## src/rtl/simd_alu_pipelined_acc_pkg.sv

```systemverilog
// Shared types for the pipelined SIMD ALU: lane modes, ALUMODE encodings,
// the decoded operation and the control bundle that travels down the pipe.
package simd_alu_pkg;

  localparam logic [1:0] SIMD_ONE  = 2'b00;
  localparam logic [1:0] SIMD_TWO  = 2'b01;
  localparam logic [1:0] SIMD_FOUR = 2'b10;
  localparam logic [1:0] SIMD_RSVD = 2'b11;

  localparam logic [3:0] ALU_ADD   = 4'b0000;
  localparam logic [3:0] ALU_SUB   = 4'b0011;
  localparam logic [3:0] ALU_XOR   = 4'b0100;
  localparam logic [3:0] ALU_LOGIC = 4'b1100;

  typedef enum logic [2:0] {
    OP_ADD,
    OP_SUB,
    OP_XOR,
    OP_AND,
    OP_OR
  } alu_op_e;

  typedef struct packed {
    logic [3:0] alumode;
    logic       opmode3;
    logic [1:0] use_simd;
    logic       acc_en;
    logic       acc_clr;
    logic       cin;
  } ctrl_t;

  // Illegal encodings fall back to add; alumode_legal() flags them.
  function automatic alu_op_e decode_op(input logic [3:0] alumode, input logic opmode3);
    casez (alumode)
      4'b0011: return OP_SUB;
      4'b01??: return OP_XOR;
      4'b11??: return opmode3 ? OP_OR : OP_AND;
      default: return OP_ADD;
    endcase
  endfunction

  function automatic logic alumode_legal(input logic [3:0] alumode);
    casez (alumode)
      4'b0000, 4'b0011, 4'b01??, 4'b11??: return 1'b1;
      default:                            return 1'b0;
    endcase
  endfunction

endpackage

```

## src/rtl/simd_alu_pipelined_acc_if.sv

```systemverilog
// Operand/control/result bundle of the pipelined SIMD ALU.
interface simd_alu_pipelined_acc_if #(
  parameter int WIDTH = 48
);
  logic             in_valid;
  logic [3:0]       ALUMODE;
  logic             OPMODE3;
  logic [1:0]       USE_SIMD;
  logic             acc_en;
  logic             acc_clr;
  logic [WIDTH-1:0] W;
  logic [WIDTH-1:0] X;
  logic [WIDTH-1:0] Y;
  logic [WIDTH-1:0] Z;
  logic             CIN;
  logic             out_valid;
  logic [WIDTH-1:0] P;
  logic [7:0]       carry_out;
  logic [3:0]       ovf_sticky;
  logic             cfg_err;

  modport master (
    output in_valid, ALUMODE, OPMODE3, USE_SIMD, acc_en, acc_clr, W, X, Y, Z, CIN,
    input  out_valid, P, carry_out, ovf_sticky, cfg_err
  );

  modport slave (
    input  in_valid, ALUMODE, OPMODE3, USE_SIMD, acc_en, acc_clr, W, X, Y, Z, CIN,
    output out_valid, P, carry_out, ovf_sticky, cfg_err
  );
endinterface

```

## src/rtl/simd_alu_slice.sv

```systemverilog
// One LW-bit slice: 4-operand add chain (2-bit carry), a second chain that
// forms zf + ~sum + 1 for subtract, and the bitwise ops.
module simd_alu_slice
  import simd_alu_pkg::*;
#(
  parameter int LW = 12
) (
  input  alu_op_e         op,
  input  logic [LW-1:0]   w,
  input  logic [LW-1:0]   x,
  input  logic [LW-1:0]   y,
  input  logic [LW-1:0]   zf,
  input  logic [1:0]      ca_in,
  input  logic            cb_in,
  output logic [LW-1:0]   res,
  output logic [1:0]      ca_out,
  output logic            cb_out,
  output logic [1:0]      carry
);

  logic [LW+1:0] sum_a;
  logic [LW:0]   sum_b;

  // NOTE: every output of this always_comb is given a value before any branch,
  // so no path leaves a signal unassigned and no latch is inferred.
  always_comb begin
    sum_a = {2'b00, w} + {2'b00, x} + {2'b00, y} + {{LW{1'b0}}, ca_in};
    if (op != OP_SUB) sum_a = sum_a + {2'b00, zf};
    sum_b = {1'b0, zf} + {1'b0, ~sum_a[LW-1:0]} + {{LW{1'b0}}, cb_in};
    res   = sum_a[LW-1:0];
    carry = sum_a[LW+1:LW];
    case (op)
      OP_SUB: begin
        res   = sum_b[LW-1:0];
        carry = {1'b0, sum_b[LW]};
      end
      OP_XOR:  res = x ^ zf;
      OP_AND:  res = x & zf;
      OP_OR:   res = x | zf;
      default: ;
    endcase
  end

  assign ca_out = sum_a[LW+1:LW];
  assign cb_out = sum_b[LW];

endmodule

```

## src/rtl/simd_alu_pipelined_acc.sv

```systemverilog
// Two-stage SIMD ALU: S1 registers operands and controls, S2 computes over
// four slices with lane-dependent carry breaks, P feedback and sticky overflow.
module simd_alu_pipelined_acc
  import simd_alu_pkg::*;
#(
  parameter int WIDTH = 48
) (
  input logic                     clk,
  input logic                     reset,
  simd_alu_pipelined_acc_if.slave bus
);

  localparam int LW = WIDTH / 4;

  logic             s1_valid;
  ctrl_t            ctrl_s1;
  logic [WIDTH-1:0] w_s1, x_s1, y_s1, z_s1;

  // NOTE: state is written with <= so every register samples pre-edge values,
  // independent of the order the always_ff blocks are evaluated in.
  always_ff @(posedge clk or posedge reset) begin
    if (reset) begin
      s1_valid <= 1'b0;
      ctrl_s1  <= '0;
      w_s1     <= '0;
      x_s1     <= '0;
      y_s1     <= '0;
      z_s1     <= '0;
    end else begin
      s1_valid <= bus.in_valid;
      if (bus.in_valid) begin
        ctrl_s1 <= '{alumode: bus.ALUMODE, opmode3: bus.OPMODE3, use_simd: bus.USE_SIMD,
                     acc_en: bus.acc_en, acc_clr: bus.acc_clr, cin: bus.CIN};
        w_s1    <= bus.W;
        x_s1    <= bus.X;
        y_s1    <= bus.Y;
        z_s1    <= bus.Z;
      end
    end
  end

  alu_op_e          op;
  logic [1:0]       mode;
  logic             err;
  logic [2:0]       bnd;       // bnd[i]: lane boundary above slice i
  logic [3:0]       lane_top;
  logic [WIDTH-1:0] zf;
  logic [WIDTH-1:0] res;
  logic [3:0][1:0]  carry;
  logic [3:0]       ovf_raw;

  always_comb begin
    op       = decode_op(ctrl_s1.alumode, ctrl_s1.opmode3);
    mode     = (ctrl_s1.use_simd == SIMD_RSVD) ? SIMD_ONE : ctrl_s1.use_simd;
    err      = (ctrl_s1.use_simd == SIMD_RSVD) || !alumode_legal(ctrl_s1.alumode);
    bnd      = {mode == SIMD_FOUR, (mode == SIMD_FOUR) || (mode == SIMD_TWO), mode == SIMD_FOUR};
    lane_top = {1'b1, bnd};
    zf       = ctrl_s1.acc_clr ? '0 : (ctrl_s1.acc_en ? bus.P : z_s1);
  end

  for (genvar i = 0; i < 4; i++) begin : g_slice
    logic [1:0] ca_in, ca_out;
    logic       cb_in, cb_out;

    if (i == 0) begin : g_lsb
      assign ca_in = {1'b0, ctrl_s1.cin};
      assign cb_in = 1'b1;
    end else begin : g_upper
      assign ca_in = bnd[i-1] ? 2'b00 : g_slice[i-1].ca_out;
      assign cb_in = bnd[i-1] | g_slice[i-1].cb_out;
    end

    if (i == 3) begin : g_msb
      logic unused_chain;
      assign unused_chain = ^{ca_out, cb_out};
    end

    simd_alu_slice #(.LW(LW)) u_slice (
      .op     (op),
      .w      (w_s1[i*LW +: LW]),
      .x      (x_s1[i*LW +: LW]),
      .y      (y_s1[i*LW +: LW]),
      .zf     (zf[i*LW +: LW]),
      .ca_in  (ca_in),
      .cb_in  (cb_in),
      .res    (res[i*LW +: LW]),
      .ca_out (ca_out),
      .cb_out (cb_out),
      .carry  (carry[i])
    );
  end

  // A borrow-free subtract leaves exactly 01 in the lane-top carry pair.
  always_comb begin
    for (int k = 0; k < 4; k++) begin
      ovf_raw[k] = 1'b0;
      if (lane_top[k]) begin
        if (op == OP_ADD)      ovf_raw[k] = (carry[k] != 2'b00);
        else if (op == OP_SUB) ovf_raw[k] = (carry[k] != 2'b01);
      end
    end
  end

  always_ff @(posedge clk or posedge reset) begin
    if (reset) begin
      bus.out_valid  <= 1'b0;
      bus.P          <= '0;
      bus.carry_out  <= '0;
      bus.ovf_sticky <= '0;
      bus.cfg_err    <= 1'b0;
    end else begin
      bus.out_valid <= s1_valid;
      if (s1_valid) begin
        bus.P          <= res;
        bus.carry_out  <= carry;
        bus.ovf_sticky <= (ctrl_s1.acc_clr ? 4'b0000 : bus.ovf_sticky) | ovf_raw;
        bus.cfg_err    <= err;
      end
    end
  end

endmodule

```

## src/flat_wrapper.sv

```systemverilog
// flat-port wrapper written by rule: the top's interface ports become plain ports
module simd_alu_pipelined_acc_flat import simd_alu_pkg::*;
#(
  parameter int WIDTH = 48
)
  (clk, reset, bus_in_valid, bus_ALUMODE, bus_OPMODE3, bus_USE_SIMD, bus_acc_en, bus_acc_clr, bus_W, bus_X, bus_Y, bus_Z, bus_CIN, bus_out_valid, bus_P, bus_carry_out, bus_ovf_sticky, bus_cfg_err);
  simd_alu_pipelined_acc_if #(.WIDTH(WIDTH)) bus_i ();
  input logic clk;
  input logic reset;
  input wire logic [$bits(bus_i.in_valid)-1:0] bus_in_valid;
  input wire logic [$bits(bus_i.ALUMODE)-1:0] bus_ALUMODE;
  input wire logic [$bits(bus_i.OPMODE3)-1:0] bus_OPMODE3;
  input wire logic [$bits(bus_i.USE_SIMD)-1:0] bus_USE_SIMD;
  input wire logic [$bits(bus_i.acc_en)-1:0] bus_acc_en;
  input wire logic [$bits(bus_i.acc_clr)-1:0] bus_acc_clr;
  input wire logic [$bits(bus_i.W)-1:0] bus_W;
  input wire logic [$bits(bus_i.X)-1:0] bus_X;
  input wire logic [$bits(bus_i.Y)-1:0] bus_Y;
  input wire logic [$bits(bus_i.Z)-1:0] bus_Z;
  input wire logic [$bits(bus_i.CIN)-1:0] bus_CIN;
  output wire logic [$bits(bus_i.out_valid)-1:0] bus_out_valid;
  output wire logic [$bits(bus_i.P)-1:0] bus_P;
  output wire logic [$bits(bus_i.carry_out)-1:0] bus_carry_out;
  output wire logic [$bits(bus_i.ovf_sticky)-1:0] bus_ovf_sticky;
  output wire logic [$bits(bus_i.cfg_err)-1:0] bus_cfg_err;
  assign bus_i.in_valid = bus_in_valid;
  assign bus_i.ALUMODE = bus_ALUMODE;
  assign bus_i.OPMODE3 = bus_OPMODE3;
  assign bus_i.USE_SIMD = bus_USE_SIMD;
  assign bus_i.acc_en = bus_acc_en;
  assign bus_i.acc_clr = bus_acc_clr;
  assign bus_i.W = bus_W;
  assign bus_i.X = bus_X;
  assign bus_i.Y = bus_Y;
  assign bus_i.Z = bus_Z;
  assign bus_i.CIN = bus_CIN;
  assign bus_out_valid = bus_i.out_valid;
  assign bus_P = bus_i.P;
  assign bus_carry_out = bus_i.carry_out;
  assign bus_ovf_sticky = bus_i.ovf_sticky;
  assign bus_cfg_err = bus_i.cfg_err;
  simd_alu_pipelined_acc #(.WIDTH(WIDTH)) u_core (.clk(clk), .reset(reset), .bus(bus_i));
endmodule
```

## config.mk

```make
export PLATFORM = sky130hd
export DESIGN_NAME = simd_alu_pipelined_acc_flat
export DESIGN_NICKNAME = d
export VERILOG_FILES = /design/src/rtl/simd_alu_pipelined_acc_pkg.sv /design/src/rtl/simd_alu_pipelined_acc_if.sv /design/src/rtl/simd_alu_slice.sv /design/src/rtl/simd_alu_pipelined_acc.sv /design/src/flat_wrapper.sv
export SDC_FILE = /design/constraint.sdc
export NUM_CORES = 1
export LEC_CHECK = 0
export CORE_AREA = 2 2 204 287
export CTS_CLUSTER_SIZE = 28
export DETAILED_ROUTE_END_ITERATION = 10
export DIE_AREA = 0 0 206 289
export HOLD_SLACK_MARGIN = 0.08
export PLACE_DENSITY = 0.57
export SLEW_MARGIN = 20
export SYNTH_ARGS = -nofsm -noshare
export SYNTH_HDL_FRONTEND = slang
export SYNTH_SLANG_ARGS = --single-unit
```

## constraint.sdc

```tcl
create_clock -name clk -period 18.45 [get_ports clk]
set_clock_uncertainty 0.15 [all_clocks]
set_input_delay 3.69 -clock clk [delete_from_list [all_inputs] [get_ports clk]]
set_output_delay 3.69 -clock clk [all_outputs]
set_load 0.01 [all_outputs]
```

[Word level (Yosys, flattened, before mapping)]
Cells that the tools add are included.
Cells by class
  reduce and logical (&&, ||, !) cells: 10
  multiplexer cells: 33
  bitwise gates (word level): 20
  add/subtract/negate cells: 24
  eq/ne operators: 15
Operator list (count)
  case mux 12 bit (4 select lines): 4
  adder 14 x 12 -> 14 bit: 8
  adder 12 x 12 -> 13 bit: 8
  two-way mux 48 bit: 2
  two-way mux 14 bit: 4
  bitwise AND 12 bit: 4
  inverter 12 bit: 4
  bitwise OR 12 bit: 4
  XOR 12 bit: 4
  adder 14 x 2 -> 14 bit: 3
  adder 13 x 1 -> 13 bit: 3
  two-way mux 2 bit: 8
  adder 14 x 1 -> 14 bit: 1
  adder 13 x 1 -> 13 bit (second input constant): 1
  two-way mux 1 bit: 12
  case mux 3 bit (3 select lines): 1
  != test 2 x 1 -> 1 bit (second input constant): 4
  nonzero test 2 bit: 4
  == test 2 bit (second input constant): 3
  == test 3 x 2 -> 1 bit (second input constant): 2
  == test 2 x 1 -> 1 bit (second input constant): 2
  == test 4 x 2 -> 1 bit (second input constant): 1
  logical NOT 4 bit: 1
  two-way mux 4 bit: 1
  other kinds (10): 13
Word-level totals
  logic and storage cells: 118
  register bits after elaboration: 265
  input port bits: 205
  output and inout bits: 62

[Depth between registers and ports, before layout]
Gate-level depths: netlist of the first run.
  depth after elaboration: 25
  gate-level depth with buffers: 88
  depth with buffers taken out: 88

[Modules after synthesis]
A second synthesis of the first run with hierarchy kept.
Second synthesis, totals
  cell total of the unflattened synthesis: 2353
  area, all modules: 24068.1 um^2
Modules (own cells, without submodules)
  simd_alu_pipelined_acc: instances 1, seq. area each 6631.4 um^2, area an instance 11508.5 um^2, cells each 708
  simd_alu_slice (u_core.g_slice[1].u_slice): instances 1, seq. area each 0.0 um^2, area an instance 3166.8 um^2, cells each 415
  simd_alu_slice (u_core.g_slice[0].u_slice): instances 1, seq. area each 0.0 um^2, area an instance 3163.0 um^2, cells each 416
  simd_alu_slice (u_core.g_slice[2].u_slice): instances 1, seq. area each 0.0 um^2, area an instance 3131.8 um^2, cells each 406
  simd_alu_slice (u_core.g_slice[3].u_slice): instances 1, seq. area each 0.0 um^2, area an instance 3098.0 um^2, cells each 408

[Worst setup path after synthesis of the first run]
No wires, ideal clock.
  kind: register to register
  start: register u_core.x_s1[0]
  end: register u_core.bus.ovf_sticky[3]
  clock period less this slack: 15970 ps
  data required time: 18223 ps
  slack: 2480 ps
  cell stages (with the launch flop): 85
  library setup time: 77 ps
  arrival time: 15744 ps
  path buffers: 0
  cell sequence: dfrtp_1 ha_1 fa_1 a21o_1 a21oi_1 o21bai_1 a21oi_1 o21bai_1 a21oi_1 xnor2_1 ha_1 and3_1 a21oi_1 nand2b_1 a21oi_1 xnor2_1 ha_1 o21a_1 [49 not listed] ha_1 fa_1 a21oi_1 o211ai_1 o41ai_2 xnor2_1 ha_1 and3_1 and3_2 o31ai_1 nor3b_1 nor3_1 a21oi_1 ha_1 a211o_1 a31oi_4 and3b_1 o21ai_1
On the way
  longest elaborated chain between the ends: 25
  elaborated cells on any way between the ends: 38
  classes of those cells: add/sub (18); eq/ne (1); mux (10); bitwise (8); reduce/logical (1)
Ends and longest elaborated chain
  start: declaration: line simd_alu_pipelined_acc.sv:17  | logic [WIDTH-1:0] w_s1, x_s1, y_s1, z_s1;
  start signal: assignment: line simd_alu_pipelined_acc.sv:35  | x_s1 <= bus.X;
  adder 12 x 12 -> 13 bit *: line simd_alu_slice.sv:27  | sum_a = {2'b00, w} + {2'b00, x} + {2'b00, y} + {{LW{1'b0}}, ca_in};
  adder 14 x 12 -> 14 bit *: line simd_alu_slice.sv:27
  adder 14 x 1 -> 14 bit *: line simd_alu_slice.sv:27
  adder 14 x 12 -> 14 bit: line simd_alu_slice.sv:28  | if (op != OP_SUB) sum_a = sum_a + {2'b00, zf};
  two-way mux 14 bit *: line simd_alu_slice.sv:28
  two-way mux 2 bit: line simd_alu_pipelined_acc.sv:69  | assign ca_in = bnd[i-1] ? 2'b00 : g_slice[i-1].ca_out;
  adder 14 x 2 -> 14 bit: line simd_alu_slice.sv:27
  adder 14 x 12 -> 14 bit: line simd_alu_slice.sv:28
  [9 not listed]
  inverter 12 bit: line simd_alu_slice.sv:29  | sum_b = {1'b0, zf} + {1'b0, ~sum_a[LW-1:0]} + {{LW{1'b0}}, cb_in};
  adder 12 x 12 -> 13 bit: line simd_alu_slice.sv:29
  adder 13 x 1 -> 13 bit: line simd_alu_slice.sv:29
  two-way mux 2 bit *: line simd_alu_slice.sv:32  | case (op)
  != test 2 x 1 -> 1 bit: line simd_alu_pipelined_acc.sv:99  | else if (op == OP_SUB) ovf_raw[k] = (carry[k] != 2'b01);
  two-way mux 1 bit: line simd_alu_pipelined_acc.sv:99
  two-way mux 1 bit *: line simd_alu_pipelined_acc.sv:98  | if (op == OP_ADD) ovf_raw[k] = (carry[k] != 2'b00);
  bitwise OR 4 bit *: line simd_alu_pipelined_acc.sv:116  | bus.ovf_sticky <= (ctrl_s1.acc_clr ? 4'b0000 : bus.ovf_sticky) | ovf_raw;
  end signal: assignment: line simd_alu_pipelined_acc.sv:116
  end: declaration: line simd_alu_pipelined_acc_if.sv:29  | output out_valid, P, carry_out, ovf_sticky, cfg_err
Mark *: on every way between the ends. The rest lies on a longest branch, timed or not.
A chain may end at the register's enable or synchronous reset.

[Worst setup path after layout of the first run]
Same ends and word-level chain as after synthesis.

==> results of run 1 <==
-- layout make-up --
| cell class | count | area, sq um |
|---|---|---|
| multi-input cells | 1909 | 14930 |
| flip-flops and latches | 265 | 6636 |
| clock inverters | 17 | 275.3 |
| inverters | 206 | 780.7 |
| repair buffers | 294 | 2878 |
| fillers | 5488 | 29730 |
| clock buffers | 40 | 829.5 |
| well taps | 742 | 928.4 |
-- routing by layer --
layer | share of wire, % | wire length [um]
met5 | 0 | 0
met4 | 3.4 | 2416
met3 | 3.7 | 2651
met2 | 51 | 36230
met1 | 42 | 29610
-- critical path, delay by kind of cell (launching register included) --
kind | cells | cell delay [ns]
buffers and inverters | 5 | 0.32
XOR/XNOR | 4 | 0.72
flip-flops | 1 | 0.40
AND/OR/NAND/NOR | 16 | 3.14
AO/OA/AOI/OAI | 38 | 6.35
multiplexers | 1 | 0.25
adder cells (fa/ha/maj) | 17 | 6.03
-- sequential cells by signal (all words and copies together), names as in the netlist, 4 cells and up --
signal,cells
u_core.bus.P,48
u_core.bus.carry_out,8
u_core.bus.ovf_sticky,4
u_core.ctrl_s1,10
u_core.w_s1,48
u_core.x_s1,48
u_core.y_s1,48
u_core.z_s1,48
-- cells by family (layout without fill, tap and decap cells) --
kind of cell	Yosys count	in the layout
AOI/OAI and AO/OA	607	607
and+or+nand+nor	606	606
adders and majority gates	341	341
buffers and inverters	296	557
DFF	265	265
muxes	224	224
xor gates and xnor gates	131	131
-- report_power, final --
part | internal [mW] | switching (mW) | leakage (nW)
Combinational | 1.82 | 2.26 | 8.98
Clock | 0.415 | 0.268 | 0.545
Sequential | 0.693 | 0.112 | 3.12
-- layout by cell type (no fill, tap or decap), types with 12 or more instances in the layout --
cell / n
a211oi_1: 21
a21boi_0: 15
a21o_1: 34
a21oi_1: 175
a221oi_1: 20
a31oi_1: 15
and3_1: 12
buf_4: 28
clkbuf_16: 31
clkdlybuf4s50_1: 265
dfrtp_1: 263
fa_1: 26
ha_1: 315
inv_1: 204
mux2_2: 145
mux2i_1: 79
nand2_1: 173
nand2b_1: 17
nand3_1: 32
nor2_1: 179
nor2b_1: 25
nor3_1: 52
o211ai_1: 30
o21a_1: 23
o21ai_0: 134
o21bai_1: 24
or2_2: 63
or3_1: 21
xnor2_1: 94
xor2_1: 36
-- metrics by stage --
stage | power [mW] | utilization [%] | instance area, sq um | setup slack (ns) | setup TNS (ns)
4_1_cts | 5.566 | 47.69 | 27180 | 0.3630 | 0
3_3_place_gp | 4.784 | 45.75 | 26080 | 0.7981 | 0
5_1_grt | 6.106 | 47.83 | 27260 | -0.04425 | -0.07255
6_report | 5.563 | 47.83 | 27260 | 1.019 | 0
3_5_place_dp | 4.841 | 45.75 | 26080 | 0.4157 | 0
2_1_floorplan | 3.810 | - | 22590 | 2.480 | 0
-- path summary, 6_finish.rpt --
kind | from | to | slack (ns)
min | u_core.bus.carry_out[5] | u_core.bus.carry_out[5] | 0.35
min reg2reg | u_core.bus.carry_out[5] | u_core.bus.carry_out[5] | 0.35
max reg2reg | u_core.x_s1[0] | u_core.bus.ovf_sticky[3] | 1.02
min in group asynchronous | reset | u_core.y_s1[3] | 3.42
max | u_core.x_s1[0] | u_core.bus.ovf_sticky[3] | 1.02
max in group asynchronous | reset | u_core.ctrl_s1[2] | 13.31
-- repair_timing --
item                       CTS  global route
setup endpoints to repair    0             9
resized for setup            0            16
buffers inserted             0             3
==> summary.md, run 1 <==
| Metric | Value |
|---|---|
| Largest net degree at the start of global routing | `94` |
| Area grow syn2layout | `20.66%` |
| Final hold violations | `0` |
| Cell taking the most area after synthesis | `dfrtp_1` |
| Largest stage delay, worst path | `0.51 ns` |
| Vias after detailed routing | `18900` |
| Worst endpoint required time | `18.83 ns` |
| Max-slew violations | `0` |
| Critical path endpoint category | `register` |
| Met3 Usage GRT | `2.216%` |
| CTS Sinks | `265` |
| Post-Layout Cell Count | `3473` |
| DR WL/cell | `20.42 um` |
| Worst path most repeated cell | `ha_1` |
| Min Tclk post-route | `17.43 ns` |
| Ys flop type | `dfrtp_1` |
| Seq/Total Area, Yosys | `29.35%` |
| Fmax | `57.37 MHz` |
| Area of the mapped netlist | `22590 sq um` |
| Port buffer count | `266` |
| DRT Wirelength | `70.91 mm` |
| Worst Reg2Reg Path Length in Cells | `81` |
| H-tree Lvls | `1` |
| Setup crit start kind | `register` |
| Synth Area in Adders | `19.75%` |
| Antenna violations before repair | `1` |
| Syn nets | `3016` |
| Run status | `completed` |
| Fin crit share | `94.48%` |
| First-pass GRT wire length | `110.1 mm` |
| P_leak | `12.65 nW` |
| Die width | `206 um` |
| Slowest-stage cell, CP | `fa_1` |
| Share of the synthesized area in the top cell type | `29.35%` |
| Setup CP Type | `register to register` |
| Hold Path Depth | `1` |
| Number of synthesized register bits | `265` |
| Synth Area in Compound Gates | `17.52%` |
| Top-count cell post-synth | `ha_1` |
| Synth Instances | `2470` |
| Placer Congestion | `0.8964` |
| Power per Cell Area | `204.1 nW/um^2` |
| # nets final | `3253` |
| Max-cap violation count | `0` |
| Clock-pin slew on the worst setup and hold paths | `0.06 ns` |
| ANT cells | `0` |
| Most Crowded Layer GR | `met2` |
| Worst-Margin Slew | `1.090 ns` |
| DP HPWL | `54.39 mm` |
| Xor/xnor cell area share of the yosys netlist | `5.139%` |
| Post-Place Cells | `3413` |
| Async set-reset flop share out of synthesis | `100.0%` |
| Core area | `56990 sq um` |
| Row count | `104` |
| Initial Utilization | `39.64%` |
| Hold-fix buffer count after cts | `0` |
| Main combinational cell family by area after synthesis | `adder cells` |
| Setup violators final | `0` |
| Worst hold slack | `0.3487 ns` |
| Die area | `59530 sq um` |
| Total gr overflow | `0` |
| CP Data Arrival Time | `17.81 ns` |
| Synth unique cells | `81` |
| Cts bufs inserted | `31` |
| Post-synth EDFFs | `0` |
| Via-per-instance ratio | `5.441` |
| First DRT Iteration DRCs | `942` |
| Worst relative slew slack | `27.34%` |
| Share of layout cells above drive strength 1 | `12.12%` |
| Synth cell count leaders | `ha_1, dfrtp_1, inv_1, nor2_1, a21oi_1` |
| Synth Area in Simple Gates | `12.56%` |
| Peak supply drop | `0.1035 mV` |
| IO Count | `267` |
| Vias in the first global route | `19590` |
| Router iterations before antenna repair | `5` |
| Max clock buf depth | `3` |
| Clk root buf | `clkbuf_16` |
| YS warnings | `0` |
| Clk_lat worst skew | `0.60 ns` |
| Post-DRT Antenna Nets | `0` |
| Die H | `289 um` |
| Total GRT Usage | `23.68%` |
| Area contributors post-synth | `dfrtp_1, ha_1, mux2_2, a21oi_1, xnor2_1` |
| M1 GR Usage | `28.86%` |
| Post-route DRC violation count | `0` |
| Mux cell area share after synthesis | `10.73%` |
| Crit path max fanout | `5` |
| CTS tree | `done` |
| Met2 usage | `43.25%` |
| Avg Inst Size Synth | `9.147 sq um` |
| HP Class | `register to register` |
Power figures use the tool's default switching activity.
==> inputs of run 2 (changes only) <==
==> constraint.sdc (replaced) <==
create_clock -name clk -period 16.4 [get_ports clk]
set_clock_uncertainty 0.15 [all_clocks]
set_input_delay 3.28 -clock clk [delete_from_list [all_inputs] [get_ports clk]]
set_output_delay 3.28 -clock clk [all_outputs]
set_load 0.01 [all_outputs]
==> run 2 against run 1 <==
Net effect:
- core utilization increased by 3.4 points
- sequential power increased by 12%
- combinational power increased by 37%
- critical endpoint unchanged
- highest routed layer is now met5
- clock-buffer cell count increased by 1
- critical path depth increased by 4
- largest cell class unchanged
- global-route usage increased by 0.57 points
- final area increased by 7.2%
- register-to-register slack got worse by 0.51 ns
- flip-flop and latch count unchanged
==> summary.md, run 2 (synthesis gave the netlist of run 1 again) <==
| Metric | Value |
|---|---|
| Share of layout cells above drive strength 1 | `21.07% (+9.0 points)` |
| Hold path endpoint | `u_core.bus.carry_out[6]` |
| Worst-Margin Slew | `1.032 ns (-0.05799 ns)` |
| Worst relative slew slack | `31.01% (+3.7 points)` |
| Largest stage delay, worst path | `0.49 ns (-0.02 ns)` |
| Via-per-instance ratio | `5.346 (-1.7%)` |
| M1 GR Usage | `28.95% (+0.091 points)` |
| Fin crit share | `96.91% (+2.4 points)` |
| Utilization after layout | `51.26% (+3.4 points)` |
| Largest net degree at the start of global routing | `99 (+5.3%)` |
| Setup violators final | `0 (unchanged)` |
| RSZ-0062 raised after global routing | `true` |
| Peak supply drop | `0.1134 mV (+9.6%)` |
| DR WL/cell | `19.87 um (-2.7%)` |
| Row count | `104 (unchanged)` |
| DRT Wirelength | `73.02 mm (+3.0%)` |
| Placer Congestion | `0.8803 (-1.8%)` |
| Total GRT Usage | `24.25% (+0.57 points)` |
| Total power | `7.198 mW (+29%)` |
| Worst endpoint required time | `16.76 ns (-2.07 ns)` |
| Initial Utilization | `39.64% (unchanged)` |
| Max-cap violation count | `0 (unchanged)` |
| Vias in the first global route | `20850 (+6.4%)` |
| Core area | `56990 sq um (unchanged)` |
| Post-DRT Antenna Nets | `0 (unchanged)` |
| Met2 usage | `45.86% (+2.6 points)` |
| CP Data Arrival Time | `16.25 ns (-1.56 ns)` |
| ANT cells | `0 (unchanged)` |
| Final hold violations | `0 (unchanged)` |
| First-pass GRT wire length | `113.1 mm (+2.8%)` |
| Area grow syn2layout | `29.31%` |
| Worst path most repeated cell | `a21oi_2` |
| Most frequent cells in the layout | `ha_1, clkdlybuf4s50_1, dfrtp_1` |
| Total gr overflow | `0 (unchanged)` |
| Most Crowded Layer GR | `met2` |
| CTS tree | `done` |
| Antenna violations before repair | `1 (unchanged)` |
| Clock-pin slew on the worst setup and hold paths | `0.06 ns (about the same)` |
| H-tree Lvls | `1 (unchanged)` |
| Cts bufs inserted | `30 (-3.2%)` |
| Vias after detailed routing | `19650 (+4.0%)` |
| Crit path max fanout | `4 (-1)` |
| Router iterations before antenna repair | `5 (unchanged)` |
| FF-to-FF Start | `u_core.x_s1[0]` |
| Max-slew violations | `0 (unchanged)` |
| Hold-fix buffer count after cts | `0 (unchanged)` |
| Slowest-stage cell, CP | `fa_1` |
| Power per Cell Area | `246.4 nW/um^2 (+21%)` |
| Fmax | `62.92 MHz (+9.7%)` |
| Min Tclk post-route | `15.89 ns (-1.538 ns)` |
| Worst Reg2Reg Path Length in Cells | `85 (+4.9%)` |
| Setup crit start kind | `register` |
| First DRT Iteration DRCs | `709 (-25%)` |
| Clk root buf | `clkbuf_16` |
| Final Cell Area | `29220 sq um (+7.2%)` |
| IO Count | `267 (unchanged)` |
| Die width | `206 um (unchanged)` |
| Die area | `59530 sq um (unchanged)` |
| Dpl cell area | `27410 sq um (+5.1%)` |
| DP HPWL | `55.59 mm (+2.2%)` |
| Post-route DRC violation count | `0 (unchanged)` |
| RR Endpoint | `u_core.bus.ovf_sticky[3]` |
| R2R setup slack | `0.51 ns (-0.51 ns)` |
| P_leak | `13.73 nW (+8.5%)` |
| Met3 Usage GRT | `2.486% (+0.27 points)` |
| Max clock buf depth | `3 (unchanged)` |
| Die H | `289 um (unchanged)` |
| HP Class | `register to register` |
| Most common library cell in the layout ignoring fill and taps | `ha_1` |
| Setup CP Type | `register to register` |
| Critical path endpoint category | `register` |
| # nets final | `3456 (+6.2%)` |
| Port buffer count | `266 (unchanged)` |
| CTS Sinks | `265 (unchanged)` |
| Setup_tns | `0 ns (unchanged)` |
| Clk_lat worst skew | `0.59 ns (about the same)` |
| Hold Path Depth | `1 (unchanged)` |
| Hold path startpoint | `u_core.bus.carry_out[6]` |
| Run status | `completed` |
==> run 2: power breakdown <==
| part | switching [mW] | leakage [nW] | internal, mW | total, mW |
|---|---|---|---|---|
| combinational | 2.83 | 10.1 | 2.75 | 5.58 |
| clock | 0.292 | 0.497 | 0.422 | 0.714 |
| sequential | 0.124 | 3.12 | 0.780 | 0.904 |
| total | 3.25 | 13.7 | 3.95 | 7.20 |
==> run 2: cell type report <==
cell class / count / area (sq um)
inverter: 206 / 780.7
clock inverter: 14 / 185.2
multi-input combinational: 1909 / 15420
fill: 5385 / 27780
timing repair buffer: 498 / 4420
sequential: 265 / 6636
clock buffer: 41 / 843.3
tap: 742 / 928.4
==> run 2: critical path, delay by kind of cell (launching register included) <==
family	cells	cell delay (ns)
adders and majority gates	17	5.44
AOI/OAI and AO/OA	34	5.06
and+or+nand+nor	22	3.49
xor gates and xnor gates	5	0.70
buffers and inverters	7	0.58
DFF	1	0.39
==> run 2: how the worst max path moves through the flow <==
stage,from,to,slack [ns],cells past startpoint
finish,u_core.x_s1[0],u_core.bus.ovf_sticky[3],0.51,85
global route,u_core.w_s1[0],u_core.bus.ovf_sticky[3],-0.39,85
CTS,u_core.w_s1[0],u_core.bus.ovf_sticky[3],0.02,84
detailed placement,u_core.w_s1[0],u_core.bus.ovf_sticky[3],-1.06,84
global placement,u_core.w_s1[0],u_core.bus.ovf_sticky[3],-0.72,81
floorplan,u_core.x_s1[0],u_core.bus.ovf_sticky[3],0.43,84
==> run 2: metrics by stage <==
step / hold WS (ns) / std cells / setup slack [ns]
2_1_floorplan: 0.2019 / 2470 / 0.4300
3_3_place_gp: 0.3164 / 3591 / -0.7177
3_5_place_dp: 0.3200 / 3591 / -1.059
4_1_cts: 0.3331 / 3660 / 0.01865
5_1_grt: 0.3502 / 3675 / -0.3949
6_report: 0.3320 / 3675 / 0.5069
==> run 2: what timing repair did <==
action	in CTS	in global routing
setup buffers	14	15
setup endpoints to repair	11	12
gates resized for setup	38	101
pin swaps	19	86
==> run 2: per-layer routing <==
layer | wire (um) | part of all wire, % | up-vias
li1 | - | - | 9612
met1 | 30400 | 42 | 9557
met2 | 38100 | 52 | 378
met3 | 2666 | 3.7 | 99
met4 | 1838 | 2.5 | 2
met5 | 12 | 0.016 | -
